`src/rtl/mem_arbiter_if.sv`:
```
// Bus bundle between the two requesters, the arbiter and the shared 32x8 memory.
// The arbiter takes the slave side; requesters and memory sit on the master side.
interface mem_arbiter_if #(
  parameter int AWIDTH = 5,
  parameter int DWIDTH = 8
);
  logic              req0, req1, wr0, wr1, lock1;
  logic [AWIDTH-1:0] addr0, addr1, mem_addr;
  logic [DWIDTH-1:0] wdata0, wdata1, rdata0, rdata1, mem_wdata, mem_rdata;
  logic              gnt0, gnt1, rvalid0, rvalid1, mem_rd, mem_wr;

  modport slave (
    input  req0, req1, wr0, wr1, addr0, addr1, wdata0, wdata1, lock1, mem_rdata,
    output gnt0, gnt1, rvalid0, rvalid1, rdata0, rdata1,
           mem_addr, mem_rd, mem_wr, mem_wdata
  );

  modport master (
    output req0, req1, wr0, wr1, addr0, addr1, wdata0, wdata1, lock1, mem_rdata,
    input  gnt0, gnt1, rvalid0, rvalid1, rdata0, rdata1,
           mem_addr, mem_rd, mem_wr, mem_wdata
  );
endinterface

```
`src/rtl/mem_arbiter.sv`:
```
// Round-robin two-port arbiter for the shared program/data memory, with a
// per-owner burst cap and a loader lock on port 1.

module mem_arbiter_rport #(
  parameter int DWIDTH = 8
) (
  input  logic              clk,
  input  logic              rst,
  input  logic              acc_rd_i,
  input  logic [DWIDTH-1:0] mem_rdata_i,
  output logic              rvalid_o,
  output logic [DWIDTH-1:0] rdata_o
);
  logic rvalid_q;

  // Tag captured at access time, so a handover never misroutes the return.
  always_ff @(posedge clk or negedge rst)
    if (!rst) rvalid_q <= 1'b0;
    else      rvalid_q <= acc_rd_i;

  assign rvalid_o = rvalid_q;
  assign rdata_o  = rvalid_q ? mem_rdata_i : '0;
endmodule

module mem_arbiter #(
  parameter int AWIDTH    = 5,
  parameter int DWIDTH    = 8,
  parameter int MAX_BURST = 4
) (
  input logic          clk,
  input logic          rst,
  mem_arbiter_if.slave bus
);
  localparam int NPORT = 2;
  localparam int BW    = $clog2(MAX_BURST) + 1;
  localparam logic [BW-1:0] BURST_LAST = BW'(MAX_BURST - 1);

  typedef enum logic [1:0] {IDLE = 2'd0, OWN0 = 2'd1, OWN1 = 2'd2} state_e;

  state_e          state_q, state_d;
  logic            last_q, last_d;
  logic [BW-1:0]   burst_q, burst_d, burst_inc;
  logic            burst_sat, cur, oth;

  logic [NPORT-1:0]             req, wr, gnt, acc, rvalid;
  logic [NPORT-1:0][AWIDTH-1:0] addr;
  logic [NPORT-1:0][DWIDTH-1:0] wdata, rdata;
  logic [AWIDTH-1:0]            mem_addr;
  logic [DWIDTH-1:0]            mem_wdata;
  logic                         mem_rd, mem_wr;

  assign req   = {bus.req1, bus.req0};
  assign wr    = {bus.wr1, bus.wr0};
  assign addr  = {bus.addr1, bus.addr0};
  assign wdata = {bus.wdata1, bus.wdata0};

  function automatic state_e own_st(input logic p);
    return p ? OWN1 : OWN0;
  endfunction

  assign cur       = (state_q == OWN1);
  assign oth       = ~cur;
  assign burst_sat = (burst_q == BURST_LAST);
  assign burst_inc = burst_sat ? burst_q : burst_q + 1'b1;

  always_ff @(posedge clk or negedge rst)
    if (!rst) begin
      state_q <= IDLE;
      last_q  <= 1'b1;
      burst_q <= '0;
    end else begin
      state_q <= state_d;
      last_q  <= last_d;
      burst_q <= burst_d;
    end

  always_comb begin
    state_d = state_q;
    last_d  = last_q;
    burst_d = burst_q;
    case (state_q)
      IDLE: begin
        if (&req)        state_d = own_st(~last_q);
        else if (req[0]) state_d = OWN0;
        else if (req[1]) state_d = OWN1;
      end
      OWN0, OWN1: begin
        if (!req[cur])                            state_d = req[oth] ? own_st(oth) : IDLE;
        else if (!req[oth] || (cur && bus.lock1)) burst_d = burst_inc;
        else if (burst_sat)                       state_d = own_st(oth);
        else                                      burst_d = burst_inc;
      end
      default: state_d = IDLE;
    endcase
    // last_q remembers whoever owned most recently, even across IDLE.
    if (state_d != state_q) begin
      burst_d = '0;
      last_d  = (state_d == IDLE) ? cur : (state_d == OWN1);
    end
  end

  always_comb begin
    gnt       = {state_q == OWN1, state_q == OWN0};
    acc       = gnt & req;
    mem_addr  = '0;
    mem_wdata = '0;
    mem_rd    = 1'b0;
    mem_wr    = 1'b0;
    for (int p = 0; p < NPORT; p++)
      if (acc[p]) begin
        mem_addr  = addr[p];
        mem_wdata = wdata[p];
        mem_wr    = wr[p];
        mem_rd    = ~wr[p];
      end
  end

  for (genvar p = 0; p < NPORT; p++) begin : g_port
    mem_arbiter_rport #(.DWIDTH(DWIDTH)) u_rport (
      .clk         (clk),
      .rst         (rst),
      .acc_rd_i    (acc[p] & ~wr[p]),
      .mem_rdata_i (bus.mem_rdata),
      .rvalid_o    (rvalid[p]),
      .rdata_o     (rdata[p])
    );
  end

  assign bus.gnt0      = gnt[0];
  assign bus.gnt1      = gnt[1];
  assign bus.rvalid0   = rvalid[0];
  assign bus.rvalid1   = rvalid[1];
  assign bus.rdata0    = rdata[0];
  assign bus.rdata1    = rdata[1];
  assign bus.mem_addr  = mem_addr;
  assign bus.mem_wdata = mem_wdata;
  assign bus.mem_rd    = mem_rd;
  assign bus.mem_wr    = mem_wr;
endmodule

```
`src/flat_wrapper.sv`:
```
// flat-port wrapper written by rule: the top's interface ports become plain ports
module mem_arbiter_flat 
#(
  parameter int AWIDTH    = 5,
  parameter int DWIDTH    = 8,
  parameter int MAX_BURST = 4
)
  (clk, rst, bus_req0, bus_req1, bus_wr0, bus_wr1, bus_addr0, bus_addr1, bus_wdata0, bus_wdata1, bus_lock1, bus_mem_rdata, bus_gnt0, bus_gnt1, bus_rvalid0, bus_rvalid1, bus_rdata0, bus_rdata1, bus_mem_addr, bus_mem_rd, bus_mem_wr, bus_mem_wdata);
  mem_arbiter_if #(.AWIDTH(AWIDTH), .DWIDTH(DWIDTH)) bus_i ();
  input logic clk;
  input logic rst;
  input wire logic [$bits(bus_i.req0)-1:0] bus_req0;
  input wire logic [$bits(bus_i.req1)-1:0] bus_req1;
  input wire logic [$bits(bus_i.wr0)-1:0] bus_wr0;
  input wire logic [$bits(bus_i.wr1)-1:0] bus_wr1;
  input wire logic [$bits(bus_i.addr0)-1:0] bus_addr0;
  input wire logic [$bits(bus_i.addr1)-1:0] bus_addr1;
  input wire logic [$bits(bus_i.wdata0)-1:0] bus_wdata0;
  input wire logic [$bits(bus_i.wdata1)-1:0] bus_wdata1;
  input wire logic [$bits(bus_i.lock1)-1:0] bus_lock1;
  input wire logic [$bits(bus_i.mem_rdata)-1:0] bus_mem_rdata;
  output wire logic [$bits(bus_i.gnt0)-1:0] bus_gnt0;
  output wire logic [$bits(bus_i.gnt1)-1:0] bus_gnt1;
  output wire logic [$bits(bus_i.rvalid0)-1:0] bus_rvalid0;
  output wire logic [$bits(bus_i.rvalid1)-1:0] bus_rvalid1;
  output wire logic [$bits(bus_i.rdata0)-1:0] bus_rdata0;
  output wire logic [$bits(bus_i.rdata1)-1:0] bus_rdata1;
  output wire logic [$bits(bus_i.mem_addr)-1:0] bus_mem_addr;
  output wire logic [$bits(bus_i.mem_rd)-1:0] bus_mem_rd;
  output wire logic [$bits(bus_i.mem_wr)-1:0] bus_mem_wr;
  output wire logic [$bits(bus_i.mem_wdata)-1:0] bus_mem_wdata;
  assign bus_i.req0 = bus_req0;
  assign bus_i.req1 = bus_req1;
  assign bus_i.wr0 = bus_wr0;
  assign bus_i.wr1 = bus_wr1;
  assign bus_i.addr0 = bus_addr0;
  assign bus_i.addr1 = bus_addr1;
  assign bus_i.wdata0 = bus_wdata0;
  assign bus_i.wdata1 = bus_wdata1;
  assign bus_i.lock1 = bus_lock1;
  assign bus_i.mem_rdata = bus_mem_rdata;
  assign bus_gnt0 = bus_i.gnt0;
  assign bus_gnt1 = bus_i.gnt1;
  assign bus_rvalid0 = bus_i.rvalid0;
  assign bus_rvalid1 = bus_i.rvalid1;
  assign bus_rdata0 = bus_i.rdata0;
  assign bus_rdata1 = bus_i.rdata1;
  assign bus_mem_addr = bus_i.mem_addr;
  assign bus_mem_rd = bus_i.mem_rd;
  assign bus_mem_wr = bus_i.mem_wr;
  assign bus_mem_wdata = bus_i.mem_wdata;
  mem_arbiter #(.AWIDTH(AWIDTH), .DWIDTH(DWIDTH), .MAX_BURST(MAX_BURST)) u_core (.clk(clk), .rst(rst), .bus(bus_i));
endmodule
```
`config.mk`:
```
export PLATFORM = sky130hd
export DESIGN_NAME = mem_arbiter_flat
export DESIGN_NICKNAME = d
export VERILOG_FILES = /design/src/rtl/mem_arbiter_if.sv /design/src/rtl/mem_arbiter.sv /design/src/flat_wrapper.sv
export SDC_FILE = /design/constraint.sdc
export NUM_CORES = 1
export LEC_CHECK = 0
export BUFFER_PORTS_ARGS = -buffer_cell sky130_fd_sc_hd__buf_2
export CORE_MARGIN = 1.5
export CORE_UTILIZATION = 30
export DETAILED_ROUTE_END_ITERATION = 12
export SLEW_MARGIN = 5
export SYNTH_ARGS = -nofsm -noshare
export SYNTH_HDL_FRONTEND = slang
export SYNTH_SLANG_ARGS = --single-unit
```
`constraint.sdc`:
```
create_clock -name clk -period 4.3 [get_ports clk]
set_clock_uncertainty 0.1 [all_clocks]
set_input_delay 0 -clock clk [delete_from_list [all_inputs] [get_ports clk]]
set_output_delay 0 -clock clk [all_outputs]
set_load 0.01 [all_outputs]
```
==> impl_metrics.ini <==
[die]
start_util_pct = 31.76
dieArea_um2 = 3583
die_w_um = 59.86
core.rowCount = 20
core_region_area_um2 = 3053
die_y_um = 59.86
ios = 76

[logic_synthesis]
mappedNetlistArea_um2 = 969.7
ys_ff_latch = 8
synth_nets = 163
synth-edff-count = 0
yosysWarnings = 0
synthArstFlopShare_pct = 100.0
synth_flop_cell = dfrtp_1
yosysUniqueCellTypes = 39
seq_area_frac_synth_pct = 20.77
avgSynthCellArea_um2 = 8.432
syn-instance-count = 115

[cts]
cts_buffer_depth = 2
insertion_delay_ns = 0.25
cts_root_buf = clkbuf_4
path_clk_slew_ns = 0.06
cts_sinks = 8
cts_setup_buffers = 0
cts_tree = built
h-tree-depth = 1
cts_hold_buf = 5
cts_resized = 0
numCtsBuffers = 3

[sta]
fin_tns_setup_ns = 0
min_period_over_period_pct = 66.89
hold_violations = 0
rsz0062_at_grt = false
period_needed_ns = 2.876
timing.fmax_mhz = 347.7
slew_violations = 0
tightest_slew_ns = 0.8886
max_slew_margin_pct = 40.54
report.final.setup_viol = 0

[final_layout]
final_layout_size_suffix_gt1_share_pct = 43.59
layout_commonest_cell = buf_2
layout_common_cells = buf_2 (75), and2_1 (21), a22o_1 (14)
num_antenna_cells = 0
final_cell_area_um2 = 1456
nets = 244
syn_to_final_growth_pct = 50.19

[global_route]
grt_pass1_wl_um = 4188
grt_usage_pct = 15.19
grt_pass1_vias = 998
grt.overflow.total = 0
grt_max_degree = 18
antenna_found_initial = 0

[setup_path]
startpoint_type = register
crit_type = reg -> out
end_kind = primary output
critPathMaxFanout = 17
crit_path_cell_trace = inv_1 -> ha_1 -> and2_1 -> nor2_1 -> a22o_1 -> buf_2
slowest_stage = nor2_1
max_stage_delay_ns = 0.77
cp.arrival_ns = 2.78
required_ns = 4.20

[run]
max_cap_violations = 0

[drt]
drt_iter0_markers = 35
drc = 0
routed_wl_um = 2854
viasPerCell = 4.799
drtPass1Iterations = 4
final_antenna_net_count = 0
avgRoutedWirePerCell_um = 11.94
vias = 1147

[run_status]
outcome = complete, no violations

[power]
p_int_mw = 0.3718
netSwitchingPower_mw = 0.3307
power.density_nw_per_um2 = 482.4
comb_power_share_pct = 72.3
p_sw_share_pct = 47.08
p_clk_share_pct = 8.5
p_total_mw = 0.7026
p_leak_nw = 0.7940
peakVddDrop_mv = 0.2475
power_frac_seq_pct = 19.2

[placed_design]
routabilityCongestion = 0.8945
placed_area_um2 = 1380
port_buffers = 75
dp_hpwl_um = 2326

[min_path]
hold_path_class = in -> async
-- final timing paths --
path,start,endpoint,cells past startpoint,slack [ns]
hold / removal,rst,u_core.burst_q[1],2,0.01
min in group clk,bus_mem_rdata[6],bus_rdata1[6],3,0.20
setup reg to reg,u_core.state_q[0],u_core.burst_q[2],8,1.42
max in group asynchronous,rst,u_core.last_q,2,3.85
hold reg to reg,u_core.burst_q[1],u_core.burst_q[1],2,0.44
setup / recovery,u_core.state_q[0],bus_mem_wdata[3],6,1.42
-- cell families after synthesis --
kind of cell	Yosys count	share of synthesized area [%]
AO/OA/AOI/OAI	38	34.45
AND/OR/NAND/NOR	48	27.87
multiplexers	2	2.194
buffers and inverters	11	4.774
XOR/XNOR	1	0.9034
adder cells (fa/ha/maj)	7	9.032
flip-flops	8	20.77
-- state kept, by name (all words and copies together) (netlist names) --
name and flops:
u_core.state_q 2, u_core.g_port.u_rport.rvalid_o 2, u_core.burst_q 3, u_core.last_q 1
-- cells in the mapped netlist (all sizes together), types with 2 or more instances --
library cell | instances | area share [%]
o21ai | 2 | 1.0
nand2b | 6 | 3.9
dfrtp | 7 | 18
a21oi | 3 | 1.5
nand2 | 4 | 1.5
clkbuf | 3 | 1.3
nor2b | 3 | 1.9
a21o | 3 | 2.3
o311ai | 2 | 2.6
a211o | 2 | 1.8
nand3 | 2 | 1.0
a22o | 14 | 13
inv | 7 | 2.7
a211oi | 2 | 2.1
nor2 | 9 | 3.7
and2 | 21 | 14
ha | 7 | 9.0
o211ai | 2 | 1.5
-- power groups by stage --
stage / clock network, mW / logic (mW) / registers (mW)
finish: 0.0596 / 0.508 / 0.135
floorplan: 0 / 0.374 / 0.126
detailed placement: 0 / 0.502 / 0.135
global route: 0.0661 / 0.559 / 0.139
CTS: 0.0624 / 0.511 / 0.135
global placement: 0 / 0.488 / 0.136
-- per-stage QoR --
step | instances | hold slack [ns] | setup WS, ns | util [%]
floorplan | 115 | -0.3956 | 2.038 | -
global placement | 230 | -0.2570 | 1.614 | 45.20
detailed placement | 230 | -0.2530 | 1.502 | 45.20
CTS | 239 | 0.006608 | 1.409 | 47.70
global route | 239 | 0.02613 | 1.178 | 47.70
finish | 239 | 0.01049 | 1.424 | 47.70
-- critical path: cells and delay by family (launching register included) --
| family | cells | cell delay (ns) |
|---|---|---|
| simple gates | 2 | 1.13 |
| flops | 1 | 0.52 |
| fa+ha+maj | 1 | 0.32 |
| buf+inv | 2 | 0.30 |
| compound gates | 1 | 0.26 |
-- area by class of cell --
class	instances	area (µm²)
tap	44	55.05
multi-input combinational	96	721.9
timing repair buffer	80	425.4
sequential	8	201.4
inverter	7	26.28
clock buffer	4	26.28
fill	308	1597
-- routing by layer --
layer	wire, µm	vias to the layer above	track usage [%]	part of all wire [%]
met5	0	-	0	0
met4	12	0	5.714	0.42
met3	132	2	1.732	4.6
met2	1478	35	27.17	52
met1	1231	531	18.40	43
li1	-	579	-	-
No activity file was read; power rests on OpenSTA's default activity.
